===== src/rtl/mbscore_mem_stage.sv =====
// -----------------------------------------------------------------------------
// mbscore_mem_stage
//
// Memory-access stage of the MBScore pipeline. Sits between execute and
// write-back. The ALU result is either forwarded as the instruction result or
// used as the effective address of a byte/halfword/word load or store. Memory
// transactions run on a simple req/ack port; while one is outstanding the
// stage holds off execute through ex_ready. Every instruction produces exactly
// one registered write-back pulse.
//
// Ports
//   clk, rst_n        clock; asynchronous active-low reset
//   ex_valid          execute presents an instruction
//   ex_ready          stage can accept (high only in IDLE)
//   ex_alu_out        ALU result / effective address
//   ex_store_data     rs2 value for stores
//   ex_mem_op         0 NONE,1 LB,2 LH,3 LW,4 LBU,5 LHU,6 SB,7 SH,8 SW, 9-15 NONE
//   ex_rd             destination register index
//   ex_reg_write      instruction writes rd
//   dmem_req          memory request, held through the ack cycle
//   dmem_we           1 = store
//   dmem_addr         word-aligned address
//   dmem_be           little-endian byte enables
//   dmem_wdata        store data replicated across lanes
//   dmem_ack          transaction complete, load data valid this cycle
//   dmem_rdata        load data
//   wb_valid          one-cycle result pulse to write-back
//   wb_rd             destination register index
//   wb_reg_write      register-file write enable
//   wb_data           result or extended load data
//   wb_misalign       misaligned-access exception, qualified by wb_valid
// -----------------------------------------------------------------------------
module mbscore_mem_stage (
    input  logic        clk,
    input  logic        rst_n,
    // execute side
    input  logic        ex_valid,
    output logic        ex_ready,
    input  logic [31:0] ex_alu_out,
    input  logic [31:0] ex_store_data,
    input  logic [3:0]  ex_mem_op,
    input  logic [4:0]  ex_rd,
    input  logic        ex_reg_write,
    // data memory port
    output logic        dmem_req,
    output logic        dmem_we,
    output logic [31:0] dmem_addr,
    output logic [3:0]  dmem_be,
    output logic [31:0] dmem_wdata,
    input  logic        dmem_ack,
    input  logic [31:0] dmem_rdata,
    // write-back side
    output logic        wb_valid,
    output logic [4:0]  wb_rd,
    output logic        wb_reg_write,
    output logic [31:0] wb_data,
    output logic        wb_misalign
);

    localparam logic [3:0] OP_NONE = 4'd0;
    localparam logic [3:0] OP_LB   = 4'd1;
    localparam logic [3:0] OP_LH   = 4'd2;
    localparam logic [3:0] OP_LW   = 4'd3;
    localparam logic [3:0] OP_LBU  = 4'd4;
    localparam logic [3:0] OP_LHU  = 4'd5;
    localparam logic [3:0] OP_SB   = 4'd6;
    localparam logic [3:0] OP_SH   = 4'd7;
    localparam logic [3:0] OP_SW   = 4'd8;

    typedef enum logic [1:0] {
        ST_IDLE = 2'd0,
        ST_WAIT = 2'd1,
        ST_DONE = 2'd2
    } state_t;

    // ------------------------------------------------------------------
    // Decode helpers
    // ------------------------------------------------------------------
    function automatic logic is_load(input logic [3:0] op);
        logic r;
        case (op)
            OP_LB, OP_LH, OP_LW, OP_LBU, OP_LHU: r = 1'b1;
            default:                             r = 1'b0;
        endcase
        return r;
    endfunction

    function automatic logic is_store(input logic [3:0] op);
        logic r;
        case (op)
            OP_SB, OP_SH, OP_SW: r = 1'b1;
            default:             r = 1'b0;
        endcase
        return r;
    endfunction

    // Halfwords need an even address, words need a 4-byte aligned address.
    function automatic logic is_misaligned(input logic [3:0] op, input logic [1:0] lane);
        logic r;
        case (op)
            OP_LH, OP_LHU, OP_SH: r = lane[0];
            OP_LW, OP_SW:         r = (lane != 2'b00);
            default:              r = 1'b0;
        endcase
        return r;
    endfunction

    function automatic logic [3:0] byte_enable(input logic [3:0] op, input logic [1:0] lane);
        logic [3:0] r;
        case (op)
            OP_LB, OP_LBU, OP_SB: r = 4'b0001 << lane;
            OP_LH, OP_LHU, OP_SH: r = 4'b0011 << {lane[1], 1'b0};
            OP_LW, OP_SW:         r = 4'b1111;
            default:              r = 4'b0000;
        endcase
        return r;
    endfunction

    // Replicating the store value lets the memory pick its lane purely from dmem_be.
    function automatic logic [31:0] store_lanes(input logic [3:0] op, input logic [31:0] data);
        logic [31:0] r;
        case (op)
            OP_SB:   r = {4{data[7:0]}};
            OP_SH:   r = {2{data[15:0]}};
            OP_SW:   r = data;
            default: r = 32'd0;
        endcase
        return r;
    endfunction

    function automatic logic [31:0] load_extend(input logic [3:0]  op,
                                                input logic [1:0]  lane,
                                                input logic [31:0] rdata);
        logic [7:0]  b;
        logic [15:0] h;
        logic [31:0] r;
        case (lane)
            2'd0:    b = rdata[7:0];
            2'd1:    b = rdata[15:8];
            2'd2:    b = rdata[23:16];
            2'd3:    b = rdata[31:24];
            default: b = rdata[7:0];
        endcase
        h = lane[1] ? rdata[31:16] : rdata[15:0];
        case (op)
            OP_LB:   r = {{24{b[7]}}, b};
            OP_LBU:  r = {24'd0, b};
            OP_LH:   r = {{16{h[15]}}, h};
            OP_LHU:  r = {16'd0, h};
            OP_LW:   r = rdata;
            default: r = rdata;
        endcase
        return r;
    endfunction

    // ------------------------------------------------------------------
    // State
    // ------------------------------------------------------------------
    state_t      state_q,        state_d;
    logic [3:0]  op_q,           op_d;
    logic [31:0] addr_q,         addr_d;
    logic [4:0]  rd_q,           rd_d;
    logic        reg_write_q,    reg_write_d;
    logic        dmem_we_q,      dmem_we_d;
    logic [31:0] dmem_addr_q,    dmem_addr_d;
    logic [3:0]  dmem_be_q,      dmem_be_d;
    logic [31:0] dmem_wdata_q,   dmem_wdata_d;
    logic [4:0]  wb_rd_q,        wb_rd_d;
    logic        wb_reg_write_q, wb_reg_write_d;
    logic [31:0] wb_data_q,      wb_data_d;
    logic        wb_misalign_q,  wb_misalign_d;

    logic accept_s;
    logic mem_op_s;
    logic misalign_s;

    // Accept qualification and decode of the presented instruction.
    always_comb begin
        accept_s   = ex_valid && (state_q == ST_IDLE);
        mem_op_s   = is_load(ex_mem_op) || is_store(ex_mem_op);
        misalign_s = is_misaligned(ex_mem_op, ex_alu_out[1:0]);
    end

    // Next-state logic for the FSM, the latched instruction and all registered outputs.
    always_comb begin
        state_d        = state_q;
        op_d           = op_q;
        addr_d         = addr_q;
        rd_d           = rd_q;
        reg_write_d    = reg_write_q;
        dmem_we_d      = dmem_we_q;
        dmem_addr_d    = dmem_addr_q;
        dmem_be_d      = dmem_be_q;
        dmem_wdata_d   = dmem_wdata_q;
        wb_rd_d        = wb_rd_q;
        wb_reg_write_d = wb_reg_write_q;
        wb_data_d      = wb_data_q;
        wb_misalign_d  = wb_misalign_q;

        case (state_q)
            ST_IDLE: begin
                if (accept_s) begin
                    op_d        = ex_mem_op;
                    addr_d      = ex_alu_out;
                    rd_d        = ex_rd;
                    reg_write_d = ex_reg_write;
                    if (mem_op_s && !misalign_s) begin
                        state_d      = ST_WAIT;
                        dmem_we_d    = is_store(ex_mem_op);
                        dmem_addr_d  = {ex_alu_out[31:2], 2'b00};
                        dmem_be_d    = byte_enable(ex_mem_op, ex_alu_out[1:0]);
                        dmem_wdata_d = store_lanes(ex_mem_op, ex_store_data);
                    end else begin
                        // NONE and misaligned ops both report ex_alu_out; a
                        // misaligned op reports it as the faulting address.
                        state_d        = ST_DONE;
                        wb_rd_d        = ex_rd;
                        wb_data_d      = ex_alu_out;
                        wb_misalign_d  = misalign_s;
                        wb_reg_write_d = misalign_s ? 1'b0 : ex_reg_write;
                    end
                end else begin
                    state_d = ST_IDLE;
                end
            end
            ST_WAIT: begin
                if (dmem_ack) begin
                    state_d       = ST_DONE;
                    dmem_we_d     = 1'b0;
                    dmem_addr_d   = 32'd0;
                    dmem_be_d     = 4'd0;
                    dmem_wdata_d  = 32'd0;
                    wb_rd_d       = rd_q;
                    wb_misalign_d = 1'b0;
                    if (is_store(op_q)) begin
                        wb_reg_write_d = 1'b0;
                        wb_data_d      = addr_q;
                    end else begin
                        wb_reg_write_d = reg_write_q;
                        wb_data_d      = load_extend(op_q, addr_q[1:0], dmem_rdata);
                    end
                end else begin
                    state_d = ST_WAIT;
                end
            end
            ST_DONE: begin
                // Write-back has no backpressure, so the result lives one cycle.
                state_d        = ST_IDLE;
                wb_rd_d        = 5'd0;
                wb_reg_write_d = 1'b0;
                wb_data_d      = 32'd0;
                wb_misalign_d  = 1'b0;
            end
            default: begin
                state_d        = ST_IDLE;
                dmem_we_d      = 1'b0;
                dmem_addr_d    = 32'd0;
                dmem_be_d      = 4'd0;
                dmem_wdata_d   = 32'd0;
                wb_rd_d        = 5'd0;
                wb_reg_write_d = 1'b0;
                wb_data_d      = 32'd0;
                wb_misalign_d  = 1'b0;
            end
        endcase
    end

    // State and output registers with asynchronous reset.
    always_ff @(posedge clk or negedge rst_n) begin
        if (!rst_n) begin
            state_q        <= ST_IDLE;
            op_q           <= OP_NONE;
            addr_q         <= 32'd0;
            rd_q           <= 5'd0;
            reg_write_q    <= 1'b0;
            dmem_we_q      <= 1'b0;
            dmem_addr_q    <= 32'd0;
            dmem_be_q      <= 4'd0;
            dmem_wdata_q   <= 32'd0;
            wb_rd_q        <= 5'd0;
            wb_reg_write_q <= 1'b0;
            wb_data_q      <= 32'd0;
            wb_misalign_q  <= 1'b0;
        end else begin
            state_q        <= state_d;
            op_q           <= op_d;
            addr_q         <= addr_d;
            rd_q           <= rd_d;
            reg_write_q    <= reg_write_d;
            dmem_we_q      <= dmem_we_d;
            dmem_addr_q    <= dmem_addr_d;
            dmem_be_q      <= dmem_be_d;
            dmem_wdata_q   <= dmem_wdata_d;
            wb_rd_q        <= wb_rd_d;
            wb_reg_write_q <= wb_reg_write_d;
            wb_data_q      <= wb_data_d;
            wb_misalign_q  <= wb_misalign_d;
        end
    end

    // Handshake signals are pure decodes of the state register, so reset
    // drops dmem_req immediately without waiting for a clock edge.
    assign ex_ready     = (state_q == ST_IDLE);
    assign dmem_req     = (state_q == ST_WAIT);
    assign wb_valid     = (state_q == ST_DONE);
    assign dmem_we      = dmem_we_q;
    assign dmem_addr    = dmem_addr_q;
    assign dmem_be      = dmem_be_q;
    assign dmem_wdata   = dmem_wdata_q;
    assign wb_rd        = wb_rd_q;
    assign wb_reg_write = wb_reg_write_q;
    assign wb_data      = wb_data_q;
    assign wb_misalign  = wb_misalign_q;

endmodule

===== config.mk =====
export PLATFORM = sky130hd
export DESIGN_NAME = mbscore_mem_stage
export DESIGN_NICKNAME = d
export VERILOG_FILES = /design/src/rtl/mbscore_mem_stage.sv
export SDC_FILE = /design/constraint.sdc
export NUM_CORES = 1
export LEC_CHECK = 0
export ABC_AREA = 1
export CAP_MARGIN = 30
export CORE_MARGIN = 8
export CORE_UTILIZATION = 54
export CTS_BUF_LIST = sky130_fd_sc_hd__clkbuf_4
export CTS_CLUSTER_SIZE = 8
export DETAILED_ROUTE_END_ITERATION = 12
export HOLD_SLACK_MARGIN = 0.15
export PLACE_DENSITY = 0.89
export SYNTH_ARGS = -nofsm -noshare
export SYNTH_HDL_FRONTEND = slang
export SYNTH_SLANG_ARGS = --single-unit

===== constraint.sdc =====
create_clock -name clk -period 2.5 [get_ports clk]
set_input_delay 0.25 -clock clk [delete_from_list [all_inputs] [get_ports clk]]
set_output_delay 0.25 -clock clk [all_outputs]
set_load 0.005 [all_outputs]

---- Word-level counts from Yosys, hierarchy flattened ----
Index checks and enable logic that the tools add are counted.
Widths: inputs -> output; s select.
word-level totals
  input port bits ......................... 110
  bits in registers ....................... 152
operators by class
  muxes and demuxes ....................... 48
  shift-type cells ........................ 2
  bitwise logic cells ..................... 1
  equal/unequal tests ..................... 24
  reduce and logical (&&, ||, !) cells .... 16
operators by type and width
  cell                number
  $mux 32             9
  $pmux 32 s3         3
  $pmux 32 s4         1
  $pmux 32 s2         1
  $eq 4x3->1 const B  8
  $pmux 8 s4          1
  $pmux 4 s3          2
  $mux 16             1
  $mux 1              15
  $mux 5              3
  $eq 4x2->1 const B  3
  $mux 4              3
  $reduce_or 3->1     4
  $pmux 5 s2          1
  $eq 4x1->1 const B  2
  $eq 4x4->1 const B  2
  $eq 2x2->1 const B  3
  $mux 2              3
  $ne 2x1->1 const B  3
  $pmux 1 s2          3
  $reduce_or 5->1     1
  $eq 2x1->1 const B  2
  $logic_not 2->1     2
  $pmux 2 s2          1
  13 further kinds    14

---- Depth between registers and ports, before layout ----
  depth in word-level cells ............... 8
  depth in mapped cells ................... 14
  mapped depth without buffers ............ 13

---- Worst setup path before layout ----
OpenSTA, ideal clock, no wires.
  path type ............................... flip-flop to flip-flop
  from .................................... reg state_q[1]
  to ...................................... reg wb_data_q[27] (netlist: wb_data[27])
  buffers on the path ..................... 2
  arrival ................................. 1.550 ns
  setup slack ............................. 0.834 ns
  cell stages (with the launch flop) ...... 12
  data required time ...................... 2.384 ns
  library setup time ...................... 0.116 ns
  cells stage by stage .................... dfrtp_1 -> nor2_4 -> inv_2 -> or2_1 -> o21ai_0 -> inv_2 -> nand2_1 -> inv_2 -> buf_4 -> buf_6 -> nand2_1 -> nand2_1
between the ends
  cells in the longest elaborated chain, start to end .. 4
RTL lines
  what                        line      RTL
  from (decl)                 159       state_t state_q, state_d;
  from (signal assigned)      285       state_q <= state_d;
  $logic_not 2->1             179, 200
  $logic_and 1x1->1           179       accept_s = ex_valid && (state_q == ST_IDLE);
  $ne 2x1->1 (no line)        n/a
  $reduce_and 3->1 (no line)  n/a
  to (signal assigned)        296       wb_data_q <= wb_data_d;
  to (decl)                   170       logic [31:0] wb_data_q, wb_data_d;
Parallel ways exist; a longest one is shown, timed or not.
A chain may end at the register's enable or synchronous reset.

---- Final worst setup path ----
  from .................................... reg state_q[1]
  to ...................................... out ex_ready
between the ends
  cells in the longest elaborated chain, start to end .. 1
RTL lines
  what             line  RTL
  $logic_not 2->1  303   assign ex_ready = (state_q == ST_IDLE);
  to (decl)        38    output logic ex_ready,
No other way between the ends.

==> reports/metrics.cfg <==
[outcome]
outcome = completed

[routing]
wire_per_inst_um = 17.2
drc = 0
first_pass_iters = 8
drtIter0Drc = 654
postRouteAntennaNets = 0
vias = 7698
viasPerCell = 5.40
wl_mm = 24.6

[worst_setup_path]
worstPathArrival_ps = 2020
crit_type = reg -> out
cp_slowest_stage_delay_ps = 560
path_cells = nor2_4, buf_12, clkdlybuf4s50_1
end_kind = output port
critPathSlowestCell = clkdlybuf4s50_1
crit_fanout = 47
r2r_start = addr_q[1]$_DFFE_PN0P_
r2r_end = wb_data[27]$_DFFE_PN0P_
cp_data_required_time_ps = 2250
reg2regPathDepth = 13
worst_setup_path_start_kind = flip-flop
rrSetupSlack_ps = 510

[yosys]
synth_area_sq_mm = 0.00775
synth.avg_cell_area_sq_um = 7.56
synthCells = 1024
ys_types = 29
ys_warn_count = 0
synth_seq_cells = 150
yosysSeqAreaShare = 0.485

[grt]
grt.total_usage = 0.272
grt_pass1_vias = 7665
antenna_found_initial = 0
grt_pass1_wl_mm = 39.5
grt_max_degree = 88
grt_overflow = 0

[finish]
design_area_sq_mm = 0.0104
fill_cells = 1072
final_cells = 1426
final_nets = 1343
drive_gt1_frac = 0.0891
num_antenna_cells = 0
syn2layout_area_growth_pct = 33.9

[sta]
rsz0062_at_grt = false
setup_tns_ps = 0
setup_viol_count_final = 0
max_slew_margin = 0.659
tightest_slew_ps = 511
finalClockSkew_ps = 19.8
hold_ws_ps = 177
period_minus_slack_ps = 2270
fmax_mhz = 441
hold_viol_final = 0
fin_crit_sh = 0.907
drv_slew = 0

[power_and_ir_drop]
combPwrFrac = 0.529
ir_drop_mv = 0.795
p_leak_nw = 5.05
p_seq_frac = 0.347
p_per_area_mw_per_mm2 = 1070
clockPowerShare = 0.123
p_sw_mw = 4.74
total_power_mw = 11.1
p_sw_frac = 0.426
p_int_mw = 6.39

[job]
drv_cap = 0

[die]
die_area_sq_mm = 0.0184
core_sq_mm = 0.0139
io_pins = 221
fp.dieW_um = 136
row_count = 43
die_y_um = 136
start_util = 0.556

[clock_network]
clk_pin_slew_worst_paths_ps = 120
tritoncts = yes
cts_made_buffers = 17
cts.path.max_buffers = 2
cts-htree-levels = 4
cts.sinks = 150
clock-root-buffer = clkbuf_4
clock_latency_ps = 570

[placement]
place_hpwl_mm = 18.3
post_dp_cell_area_sq_mm = 0.0101
routabilityCongestion = 0.902
dp_cells = 1393
port_buffers = 218

[min_path]
hold_class = in -> async

## sequential cells by signal, summed over array words and instances (netlist names)
register	flops
addr_q	32
dmem_addr	30
dmem_be	4
dmem_wdata	32
dmem_we	1
op_q	4
rd_q	5
reg_write_q	1
state_q	2
wb_data	32
wb_misalign	1
wb_rd	5
wb_reg_write	1
## power by group through the flow
stage	sequential, mW	clock (mW)	combinational, mW
4_1_cts	3.86	1.38	5.91
3_3_place_gp	3.87	0	5.74
2_1_floorplan	3.83	0	3.40
6_report	3.87	1.37	5.89
5_1_grt	3.97	1.49	6.54
3_5_place_dp	3.90	0	5.88
## per-stage QoR
stage | utilization | setup WS [ps]
3_5_place_dp | 0.726 | 180
2_1_floorplan | - | 834
4_1_cts | 0.744 | 178
5_1_grt | 0.744 | 122
6_report | 0.744 | 233
3_3_place_gp | 0.726 | 243
## synthesized netlist by cell type (all sizes together)
cell | count | area share
nand2 | 419 | 0.21
dfrtp | 150 | 0.48
o21ai | 128 | 0.085
nor2 | 102 | 0.052
inv | 65 | 0.031
nand3 | 41 | 0.032
buf | 35 | 0.027
mux2 | 31 | 0.045
a21oi | 25 | 0.016
clkbuf | 14 | 0.0069
a221oi | 8 | 0.0090
conb | 1 | 0.00048
nand4 | 1 | 0.0016
nor3 | 1 | 0.00065
o211ai | 1 | 0.00097
o22ai | 1 | 0.00081
or2 | 1 | 0.00081
## cell type report
| class | instances | area (sq um) | share of cell area |
|---|---|---|---|
| flip-flops and latches | 150 | 3750 | 0.362 |
| multi-input cells | 761 | 3500 | 0.337 |
| repair buffers | 238 | 2410 | 0.232 |
| inverters | 65 | 244 | 0.0235 |
| well taps | 180 | 225 | 0.0217 |
| clock buffers | 21 | 158 | 0.0152 |
| clock inverters | 11 | 85.1 | 0.00820 |
## layer usage
metal | wire, um | GRT usage | part of all wire | vias up
met2 | 11400 | 0.436 | 0.46 | 372
met4 | 611 | 0.0845 | 0.025 | 0
met1 | 9790 | 0.339 | 0.40 | 3592
met3 | 2750 | 0.0927 | 0.11 | 53
met5 | 0 | 0 | 0 | -
li1 | - | - | - | 3681
## how the worst max path moves through the flow
stage,start,end,depth (start not counted)
floorplan,state_q[1]$_DFF_PN0_,wb_data[27]$_DFFE_PN0P_,11
finish,state_q[1]$_DFF_PN0_,ex_ready,3
global route,state_q[1]$_DFF_PN0_,ex_ready,3
detailed placement,ex_mem_op[1],dmem_wdata[2]$_DFFE_PN0P_,14
CTS,state_q[1]$_DFF_PN0_,ex_ready,3
global placement,ex_mem_op[1],dmem_addr[5]$_DFFE_PN0P_,13
## cell usage in the layout (no fill, tap or decap), types with 2 or more instances in the layout
| cell | count |
|---|---|
| a21oi_1 | 25 |
| a221oi_1 | 8 |
| buf_12 | 6 |
| buf_4 | 13 |
| clkbuf_4 | 21 |
| clkdlybuf4s50_1 | 217 |
| clkinv_1 | 4 |
| clkinv_2 | 3 |
| clkinv_4 | 2 |
| conb_1 | 2 |
| dfrtp_1 | 150 |
| inv_1 | 56 |
| inv_2 | 9 |
| mux2_2 | 31 |
| nand2_1 | 411 |
| nand2_2 | 8 |
| nand3_1 | 35 |
| nand3_2 | 4 |
| nand3_4 | 2 |
| nor2_1 | 98 |
| nor2_4 | 3 |
| o21ai_0 | 91 |
| o21ai_1 | 33 |
| o21ai_2 | 4 |
## repair_timing
item                      CTS  global route
hold buffers                1             0
buffers inserted            0             0
resized for setup           0             0
hold endpoints to repair  150             0
## worst max-delay path: cells and delay by family, from the launching register on
kind          cells  cell delay (ps)
simple gates      1              160
flops             1              480
buf+inv           2              820
## kinds of logic after synthesis
kind of cell	after synthesis	share of synthesized area
simple gates	565	0.292
compound gates	163	0.112
flops	150	0.485
buf+inv	114	0.0659
mux	31	0.0451
other cells	1	0.000484
Note: power is estimated with default switching activity, not from simulation.
